--- config.mk ---
export PLATFORM = sky130hd
export DESIGN_NAME = cmp_bist_sequencer
export DESIGN_NICKNAME = d
export VERILOG_FILES = /design/src/rtl/cmp_bist_sequencer.sv
export SDC_FILE = /design/constraint.sdc
export NUM_CORES = 1
export LEC_CHECK = 0
export ABC_AREA = 1
export CAP_MARGIN = 10
export CORE_MARGIN = 5
export CORE_UTILIZATION = 50
export DETAILED_ROUTE_END_ITERATION = 6
export PLACE_DENSITY = 0.78
export SLEW_MARGIN = 20
export SYNTH_ARGS = -nofsm -noshare
export SYNTH_HDL_FRONTEND = slang
export SYNTH_SLANG_ARGS = --single-unit
--- constraint.sdc ---
create_clock -name clk -period 2.2 [get_ports clk]
set_input_delay 0.22 -clock clk [delete_from_list [all_inputs] [get_ports clk]]
set_output_delay 0.22 -clock clk [all_outputs]
set_load 0.01 [all_outputs]
--- src/rtl/cmp_bist_sequencer.sv ---
// BIST stimulus generator and response checker for the magnitude comparator.
// Optional build macro CMP_BIST_STOP_ON_FAIL_EN: end the sweep at the first mismatch.
module cmp_bist_sequencer #(
   parameter int WIDTH  = 2,
   parameter int SETTLE = 2,
   parameter int ERR_W  = 8
) (
   input  logic             clk,
   input  logic             rst,
   input  logic             start,
   input  logic             cmp_gt,
   input  logic             cmp_eq,
   input  logic             cmp_lt,
   output logic [WIDTH-1:0] a_out,
   output logic [WIDTH-1:0] b_out,
   output logic             busy,
   output logic             done,
   output logic             pass,
   output logic [ERR_W-1:0] err_count,
   output logic             fail_valid,
   output logic [WIDTH-1:0] fail_a,
   output logic [WIDTH-1:0] fail_b
);

   localparam int IDX_W = 2 * WIDTH;
   localparam int CNT_W = (SETTLE > 1) ? $clog2(SETTLE) : 1;

   typedef enum logic [2:0] {
      IDLE,
      DRIVE,
      SETTLE_WAIT,
      CHECK,
      DONE
   } state_t;

   state_t           state;
   logic [IDX_W-1:0] idx;
   logic [CNT_W-1:0] settle_cnt;

   logic             mismatch;
   logic             last_vec;
   logic [ERR_W-1:0] err_next;

   // Any flag differing from the expected relation counts, so all-zero and
   // multi-hot responses are caught as well as plain wrong answers.
   always_comb begin
      mismatch = ({cmp_gt, cmp_eq, cmp_lt} !=
                  {a_out > b_out, a_out == b_out, a_out < b_out});
      last_vec = &idx;
      err_next = (&err_count) ? err_count : err_count + ERR_W'(1);
   end

   always_ff @(posedge clk) begin
      if (rst) begin
         state      <= IDLE;
         idx        <= '0;
         settle_cnt <= '0;
         a_out      <= '0;
         b_out      <= '0;
         busy       <= 1'b0;
         done       <= 1'b0;
         pass       <= 1'b0;
         err_count  <= '0;
         fail_valid <= 1'b0;
         fail_a     <= '0;
         fail_b     <= '0;
      end else begin
         unique case (state)
            IDLE, DONE: begin
               if (state == DONE) begin
                  done <= 1'b1;
                  busy <= 1'b0;
                  pass <= (err_count == '0);
               end
               if (start) begin
                  state      <= DRIVE;
                  idx        <= '0;
                  busy       <= 1'b1;
                  done       <= 1'b0;
                  pass       <= 1'b0;
                  err_count  <= '0;
                  fail_valid <= 1'b0;
                  fail_a     <= '0;
                  fail_b     <= '0;
               end
            end

            DRIVE: begin
               a_out      <= idx[IDX_W-1:WIDTH];
               b_out      <= idx[WIDTH-1:0];
               settle_cnt <= CNT_W'(SETTLE - 1);
               state      <= SETTLE_WAIT;
            end

            SETTLE_WAIT: begin
               if (settle_cnt == '0) begin
                  state <= CHECK;
               end else begin
                  settle_cnt <= settle_cnt - CNT_W'(1);
               end
            end

            CHECK: begin
               if (mismatch) begin
                  err_count <= err_next;
                  if (!fail_valid) begin
                     fail_valid <= 1'b1;
                     fail_a     <= a_out;
                     fail_b     <= b_out;
                  end
               end
`ifdef CMP_BIST_STOP_ON_FAIL_EN
               if (mismatch || last_vec) begin
                  state <= DONE;
               end else begin
                  idx   <= idx + IDX_W'(1);
                  state <= DRIVE;
               end
`else
               if (last_vec) begin
                  state <= DONE;
               end else begin
                  idx   <= idx + IDX_W'(1);
                  state <= DRIVE;
               end
`endif
            end

            default: state <= IDLE;
         endcase
      end
   end

endmodule

* Word level (Yosys, flattened, before mapping)
Cells that the tools add are included.
** Word-level totals
- Logic and storage cells :: 72
- Latch bits :: 0
- Memories :: 0
- Output and inout port bits :: 20
- Bits in writable memories :: 0
- Register bits :: 28
- ROM bits :: 0
** Operators by class
- Div/mod/pow operators :: 0
- Magnitude comparators :: 2
- Multipliers :: 0
- Bitwise logic cells :: 0
- Reductions and logical operators :: 14
- Equal/unequal tests :: 12
- Mux-type cells :: 29
- Shifts and indexed selects :: 0
- $add $sub $neg :: 3
** Operator list (count)
- $mux 8 :: 3
- $pmux 8 s2 :: 1
- $ne 2x2->1 const B :: 6
- $pmux 3 s4 :: 1
- $reduce_and 4->1 :: 3
- $mux 2 :: 5
- $mux 1 :: 9
- $mux 3 :: 3
- $add 8x1->8 const B :: 1
- $logic_not 8->1 :: 1
- $mux 4 :: 2
- $pmux 2 s2 :: 2
- $pmux 4 s2 :: 1
- $reduce_and 8->1 :: 1
- $eq 3x2->1 const B :: 2
- $reduce_and 3->1 :: 2
- $reduce_bool 2->1 :: 3
- $add 4x1->4 const B :: 1
- $pmux 1 s2 :: 2
- $reduce_and 2->1 :: 2
- $eq 3x1->1 const B :: 1
- $eq 3x3->1 const B :: 1
- $logic_not 3->1 :: 1
- $ne 3x3->1 :: 1
- 5 further kinds :: 5

* Longest topological paths before layout
Gate-level depths: netlist (run 1).
- Depth after elaboration :: 4
- Gate-level depth with buffers :: 14

* Worst setup path before layout (run 1)
Ideal clock, no wire load.
- Kind :: register to register
- Start :: register b_out[1]
- End :: register err_count[5]
- Data required time :: 2134 ps
- Path slack :: 579 ps
- Data arrival time :: 1555 ps
- Path buffers :: 1
- Period minus slack after synthesis :: 1621 ps
- Cell stages (with the launch flop) :: 13
- Cells stage by stage :: dfxtp_1 inv_1 ha_1 nand2_1 nand2_1 nand2_1 nand2_1 nand2_1 inv_1 nand2_2 buf_4 nand4_1 a21oi_2
** Between the ends
- Word-level cells in the longest chain between the ends :: 4
- Elaborated cells on any way between the ends :: 6
- Those cells by class :: order compare: 2; eq/ne: 3; reduce/logical: 1
** RTL lines
- start: declaration :: RTL line 15 : output logic [WIDTH-1:0] b_out,
- start signal: assignment :: RTL line 90 : b_out <= idx[WIDTH-1:0];
- $lt 2x2->1, or another cell as far along :: RTL line 48 : {a_out > b_out, a_out == b_out, a_out < b_out});
- $ne 3x3->1 (*) :: RTL line 47 : mismatch = ({cmp_gt, cmp_eq, cmp_lt} !=
- $ne 2x2->1 (no line) (*)
- $reduce_and 4->1 (no line) (*)
- end signal: assignment :: RTL line 105 : err_count <= err_next;
- end: declaration :: RTL line 19 : output logic [ERR_W-1:0] err_count,
Mark *: on every way between the ends. The rest lies on a longest branch, timed or not.
A chain may end at the register's enable or synchronous reset.

* Worst setup path after layout (run 1)
- Start :: register b_out[1]
- End :: register err_count[7]
Same word-level chain as after synthesis.

==> results of run 1 <==
[layer usage]
layer | global-route usage, % | wire length, um | share of wire [%] | vias to the layer above
li1 | - | - | - | 751
met1 | 19.85 | 1497 | 49 | 629
met2 | 26.31 | 1386 | 46 | 36
met3 | 3.813 | 133 | 4.4 | 2
met4 | 5.277 | 25 | 0.82 | 0
met5 | 0 | 0 | 0 | -
[state kept, by name, indices dropped and copies added (netlist names)]
name	flops
busy	1
state	3
fail_a	2
pass	1
a_out	2
b_out	2
err_count	8
idx	4
fail_valid	1
done	1
settle_cnt	1
fail_b	2
[per-stage QoR]
step	worst slack [ns]	total power [mW]	hold slack (ns)
after CTS	0.4314	1.285	0.4740
after floorplan	0.5794	0.9075	0.3774
after global routing	0.1926	1.382	0.5044
final	0.4379	1.275	0.4717
after detailed placement	0.4495	1.036	0.4547
after global placement	0.4902	1.031	0.4481
[worst min path at each step]
stage | start | end | cells after the start | slack (ns)
after floorplan | start | busy | 2 | 0.38
after global placement | settle_cnt | settle_cnt | 2 | 0.45
after detailed placement | fail_a[1] | fail_a[1] | 2 | 0.45
after CTS | fail_a[1] | fail_a[1] | 2 | 0.47
after global routing | fail_a[1] | fail_a[1] | 2 | 0.50
final | fail_a[1] | fail_a[1] | 2 | 0.47
[area by class of cell]
cell class | count | area [sq um] | area share, %
Tap cell | 33 | 41.29 | 2.263
Sequential cell | 28 | 560.5 | 30.73
Inverter | 31 | 117.6 | 6.447
Multi-Input combinational cell | 149 | 795.8 | 43.62
Timing Repair Buffer | 28 | 272.8 | 14.95
Clock buffer | 4 | 36.28 | 1.989
[Yosys cell counts]
library cell	number
nor2_2	2
dfxtp_1	28
xnor2_1	1
a311oi_1	1
a21oi_1	23
inv_1	28
o21ai_0	7
nand2_2	2
nand3_1	9
nor3b_1	1
nand3_4	1
inv_2	2
buf_4	3
nand2_4	1
nor2_4	1
nand3b_1	3
ha_1	5
or2_2	1
clkinv_2	1
nand3_2	4
nand4_1	11
nor4_1	1
nor2_1	25
a22oi_1	2
a21oi_2	1
clkbuf_1	2
xor2_1	2
nand2_1	45
[worst reg2reg max path, stage by stage (launching register included)]
cell and delay (ns):
dfxtp_1 0.36, inv_1 0.07, ha_1 0.30, nand2_1 0.10, nand2_1 0.08, nand2_1 0.06
nand2_1 0.04, nand2_1 0.05, inv_1 0.04, nand2_2 0.22, nand3_4 0.17, a21oi_1 0.15
nor2_1 0.05
[cells by family after synthesis]
family | share of synthesized area [%]
flops | 37.27
fa+ha+maj | 4.160
buf+inv | 9.817
simple gates | 34.86
compound gates | 12.15
xor+xnor | 1.747
[power breakdown]
| part | switching (mW) | total (mW) | internal, mW |
|---|---|---|---|
| logic | 0.258 | 0.428 | 0.170 |
| registers | 0.0412 | 0.596 | 0.554 |
| clock network | 0.150 | 0.251 | 0.101 |
==> flow_metrics.tcl, run 1 <==
set metrics [dict create \
    status "finished clean" \
    worst_setup_path_end_kind "flop" \
    holdBufCountCts 0 \
    cp-start-kind "flop" \
    dpl.hpwl_mm 2.263 \
    core_area_sq_mm 0.002978 \
    setup_viol 0 \
    via_per_inst 5.194 \
    fp.dieH_um 64.85 \
    syn_nets 224 \
    worst-path-stages 12 \
    finalNetCount 252 \
    ys_types 28 \
    netlist_instances 213 \
    yosysWarningCount 0 \
    ys_ff_latch 28 \
    cts_buffers 3 \
    path_cells "inv_1 > ha_1 > nand2_1 > nand2_1 > nand2_1 > nand2_1 > nand2_1 > inv_1 > nand2_2 > nand3_4 > a21oi_1 > nor2_1" \
    leakage_nw 0.7318 \
    crit_path_end "err_count[7]" \
    maxSlewHeadroom_pct 77.64 \
    drt-initial-drc-count 101 \
    crit_fanout 15 \
    synth.top_cells.by_area "dfxtp_1 (37%), nand2_1 (11%), a21oi_1 (7.7%)" \
    fin_setup_tns_ns 0 \
    grt_pass1_wl_mm 5.271 \
    ios 26 \
    place_inst 269 \
    cts-root-buf "clkbuf_4" \
    die_area_sq_mm 0.004205 \
    hold_class "flop to flop" \
    grt_pass1_vias 1240 \
    r2r-end "err_count[7]" \
    cap_violations 0 \
    cts_max_path_buffers 2 \
    max_freq_ghz 0.5675 \
    cts_tree "done" \
    finClkSkew_ns 0.01036 \
    grt_overflow 0 \
    worst_slew_pin_slew_ns 0.3323 \
    syn_area_sq_mm 0.001504 \
    final_common_cell "nand2_1" \
    final_cell_area_sq_mm 0.001824 \
    placed_area_sq_mm 0.001788 \
    worst_path_largest_cell_delay_ns 0.36 \
    drt_wl_total_mm 3.041 \
    syn_avg_cell_area_sq_um 7.061 \
    grt_use_total_pct 15.79 \
    r2r_setup_slack_ns 0.44 \
    rsz0062_at_grt "no" \
    cp_slowest_cell "dfxtp_1" \
    htreeDepth 1 \
    firstDrtPassIters 5 \
    post_cts_resized 0 \
    rr_startpoint "b_out[1]" \
    most-common-layout-cells "nand2_1 (45), inv_1 (28), dfxtp_1 (28), nor2_1 (25), clkdlybuf4s50_1 (25)" \
    pwr_density_cell_mw_per_mm2 698.8 \
    yosysSeqAreaShare_pct 37.27 \
    start_util_pct 50.50 \
    cts_setup_buffers 0 \
    fillers 273 \
    crit_arrival_ns 2.01 \
    cpLargestDelayFamily "simple AND/OR/NAND/NOR gates" \
    yosys.area.top_type "dfxtp_1" \
    antenna_found_initial 0 \
    wl_per_cell_um 11.14 \
    numPortBuffers 25 \
    clk_pin_slew_ns 0.15 \
    num_rows 20 \
    ant_nets 0 \
    startpoint "b_out[1]" \
    fin_cells 273 \
    dr_total_vias 1418 \
    yosysTopAreaCellShare_pct 37.27 \
    cp.required_ns 2.45 \
    cts_sinks 28 \
    fin_util_pct 61.26 \
    antennaDiodeCount 0 \
    slew_viol_final 0 \
    drive_gt1_share_pct 9.583 \
    drc 0 \
    rr_worst_depth 12 \
    layout_min_cycle_time_ns 1.762 \
    areaGrowthSynthToFinish_pct 21.30 \
    gp_congestion 0.8264 \
    clock_latency_ns 0.33 \
    die-width_um 64.85 \
    cpMostUsedCell "nand2_1" \
    crit_type "flop to flop" \
    critPathBufInv 2 \
    peakVddDrop_uv 623.7 \
    hold_viol 0 \
    finalCritPeriodShare_pct 80.10 \
    grt_max_degree 19 \
]
(Power assumes the default switching activity.)
==> inputs of run 2 (changes only) <==
--- a/config.mk
+++ b/config.mk
@@ -8,9 +8,9 @@
 export ABC_AREA = 1
 export CAP_MARGIN = 10
 export CORE_MARGIN = 5
-export CORE_UTILIZATION = 50
+export CORE_UTILIZATION = 47
 export DETAILED_ROUTE_END_ITERATION = 6
-export PLACE_DENSITY = 0.78
+export PLACE_DENSITY = 0.77
 export SLEW_MARGIN = 20
 export SYNTH_ARGS = -nofsm -noshare
 export SYNTH_HDL_FRONTEND = slang
==> constraint.sdc (replaced) <==
create_clock -name clk -period 1.47 [get_ports clk]
set_input_delay 0.147 -clock clk [delete_from_list [all_inputs] [get_ports clk]]
set_output_delay 0.147 -clock clk [all_outputs]
set_load 0.01 [all_outputs]
==> flow_metrics.tcl, run 2 (synthesized netlist as in run 1, its figures left out) <==
set metrics [dict create \
    rr_worst_depth 10 \
    die_area_sq_mm 0.004431 \
    die-width_um 66.57 \
    fp.dieH_um 66.57 \
    rsz0062_at_grt "yes" \
    clk_pin_slew_ns 0.16 \
    cts_sinks 28 \
    ios 26 \
    grt_pass1_vias 1432 \
    cp-start-kind "flop" \
    via_per_inst 4.990 \
    firstDrtPassIters 4 \
    cts_max_path_buffers 2 \
    violations "setup timing" \
    holdBufCountCts 0 \
    hold_depth 2 \
    cap_violations 0 \
    cp.required_ns 1.75 \
    crit_arrival_ns 1.89 \
    clock_latency_ns 0.34 \
    gp_congestion 0.8491 \
    maxSlewHeadroom_pct 76.06 \
    core_area_sq_mm 0.003053 \
    dpl.hpwl_mm 2.678 \
    regMostFlops "err_count" \
    wl_per_cell_um 12.79 \
    hold_viol 0 \
    leakage_nw 0.9011 \
    grt_max_degree 19 \
    antennaDiodeCount 0 \
    final_cell_area_sq_mm 0.002125 \
    cts_tree "done" \
    htreeDepth 1 \
    max_freq_ghz 0.6226 \
    seq_area_sq_um 580.6 \
    setup_viol 13 \
    grt_use_total_pct 18.10 \
    status "finished with violations" \
    placed_area_sq_mm 0.001968 \
    finClkSkew_ns 0.005877 \
    drt_wl_total_mm 3.888 \
    antenna_found_initial 0 \
    peakVddDrop_uv 1216 \
    largestRegisters "err_count x8, idx x4, state x3" \
    drive_gt1_share_pct 30.77 \
    num_rows 20 \
    areaGrowthSynthToFinish_pct 41.26 \
    grt_overflow 0 \
    hold_class "flop to flop" \
    pwr_density_cell_mw_per_mm2 1083 \
    drt-initial-drc-count 94 \
    layout_min_cycle_time_ns 1.606 \
    grt_pass1_wl_mm 6.279 \
    crit_type "flop to flop" \
    slew_viol_final 0 \
    cts-root-buf "clkbuf_4" \
    ant_nets 0 \
    numPortBuffers 25 \
    finalNetCount 272 \
    hold_slack_ns 0.4725 \
    dr_total_vias 1517 \
    start_util_pct 49.26 \
    finalCritPeriodShare_pct 109.3 \
    power_mw 2.300 \
    crit_fanout 8 \
    largest_register_ff_count 8 \
    fillers 264 \
    final_common_cell "nand2_1" \
    most-common-layout-cells "nand2_1 (34), inv_1 (25), nor2_1 (23), buf_4 (22), a21oi_1 (17)" \
    multi_input_area_sq_um 914.6 \
    drc 0 \
    worst_slew_pin_slew_ns 0.3582 \
    worst_setup_path_end_kind "flop" \
    cts_buffers 3 \
    worst_slack_ns -0.1362 \
]
[run 2: cell count changes in the layout (fill, tap and decap cells not counted), sizes merged]
cell           before  now
dlygate4sd2         0    9
clkdlybuf4s50      25   16
buf                 3   22
bufinv              0    1
nand2              48   49
clkbuf              4    3
[run 2: path summary, 6_finish.rpt]
kind,startpoint,to,slack [ns]
worst min register to register,fail_a[1],fail_a[1],0.47
worst max-delay path,b_out[1],err_count[0],-0.14
worst max register to register,b_out[1],err_count[0],-0.14
worst min-delay path,fail_a[1],fail_a[1],0.47
[run 2: layout make-up]
class                   count  area share [%]
flip-flops and latches     28           27.33
clock buffers               3           1.060
inverters                  31           5.536
clock inverters             1           1.413
multi-input cells         150           43.05
well taps                  44           2.591
repair buffers             47           19.02
[run 2: repair_timing]
item / CTS / global route
setup endpoints to repair: 25 / 18
buffers inserted: 0 / 1
gates resized for setup: 23 / 19
cloned: 1 / 0
pin swaps: 8 / 10
hold endpoints to repair: 0 / 0
[run 2: metrics by stage]
step,worst slack (ns),cells,TNS [ns],util (%)
2_1_floorplan,-0.001981,213,-0.001981,-
3_3_place_gp,-0.06399,298,-0.4355,64.47
3_5_place_dp,-0.1298,298,-1.133,64.47
4_1_cts,-0.1040,303,-0.9650,67.30
5_1_grt,-0.2232,304,-2.442,69.59
6_report,-0.1362,304,-1.030,69.59
[run 2: worst max-delay path: stages, from the launching register on]
cell      delay [ns]
dfxtp_2         0.37
inv_2           0.05
ha_4            0.28
nand2_4         0.06
nand3b_1        0.10
nand2_2         0.07
nor2_4          0.15
nand2_4         0.10
nand3_4         0.15
nand2_2         0.08
a21oi_2         0.13
[run 2: report_power, final]
group          leakage, nW  internal [mW]  total (mW)  switching (mW)
sequential           0.234          0.839       0.908          0.0694
combinational        0.640          0.356       0.869           0.513
clock               0.0279          0.276       0.522           0.247
[run 2: per-layer routing]
| layer | up-vias | share of wire [%] | track usage (%) |
|---|---|---|---|
| met5 | - | 0 | 0 |
| met4 | 0 | 0.54 | 4.315 |
| met3 | 2 | 5.6 | 3.541 |
| met2 | 37 | 50 | 31.68 |
| met1 | 686 | 44 | 22.63 |
| li1 | 792 | - | - |
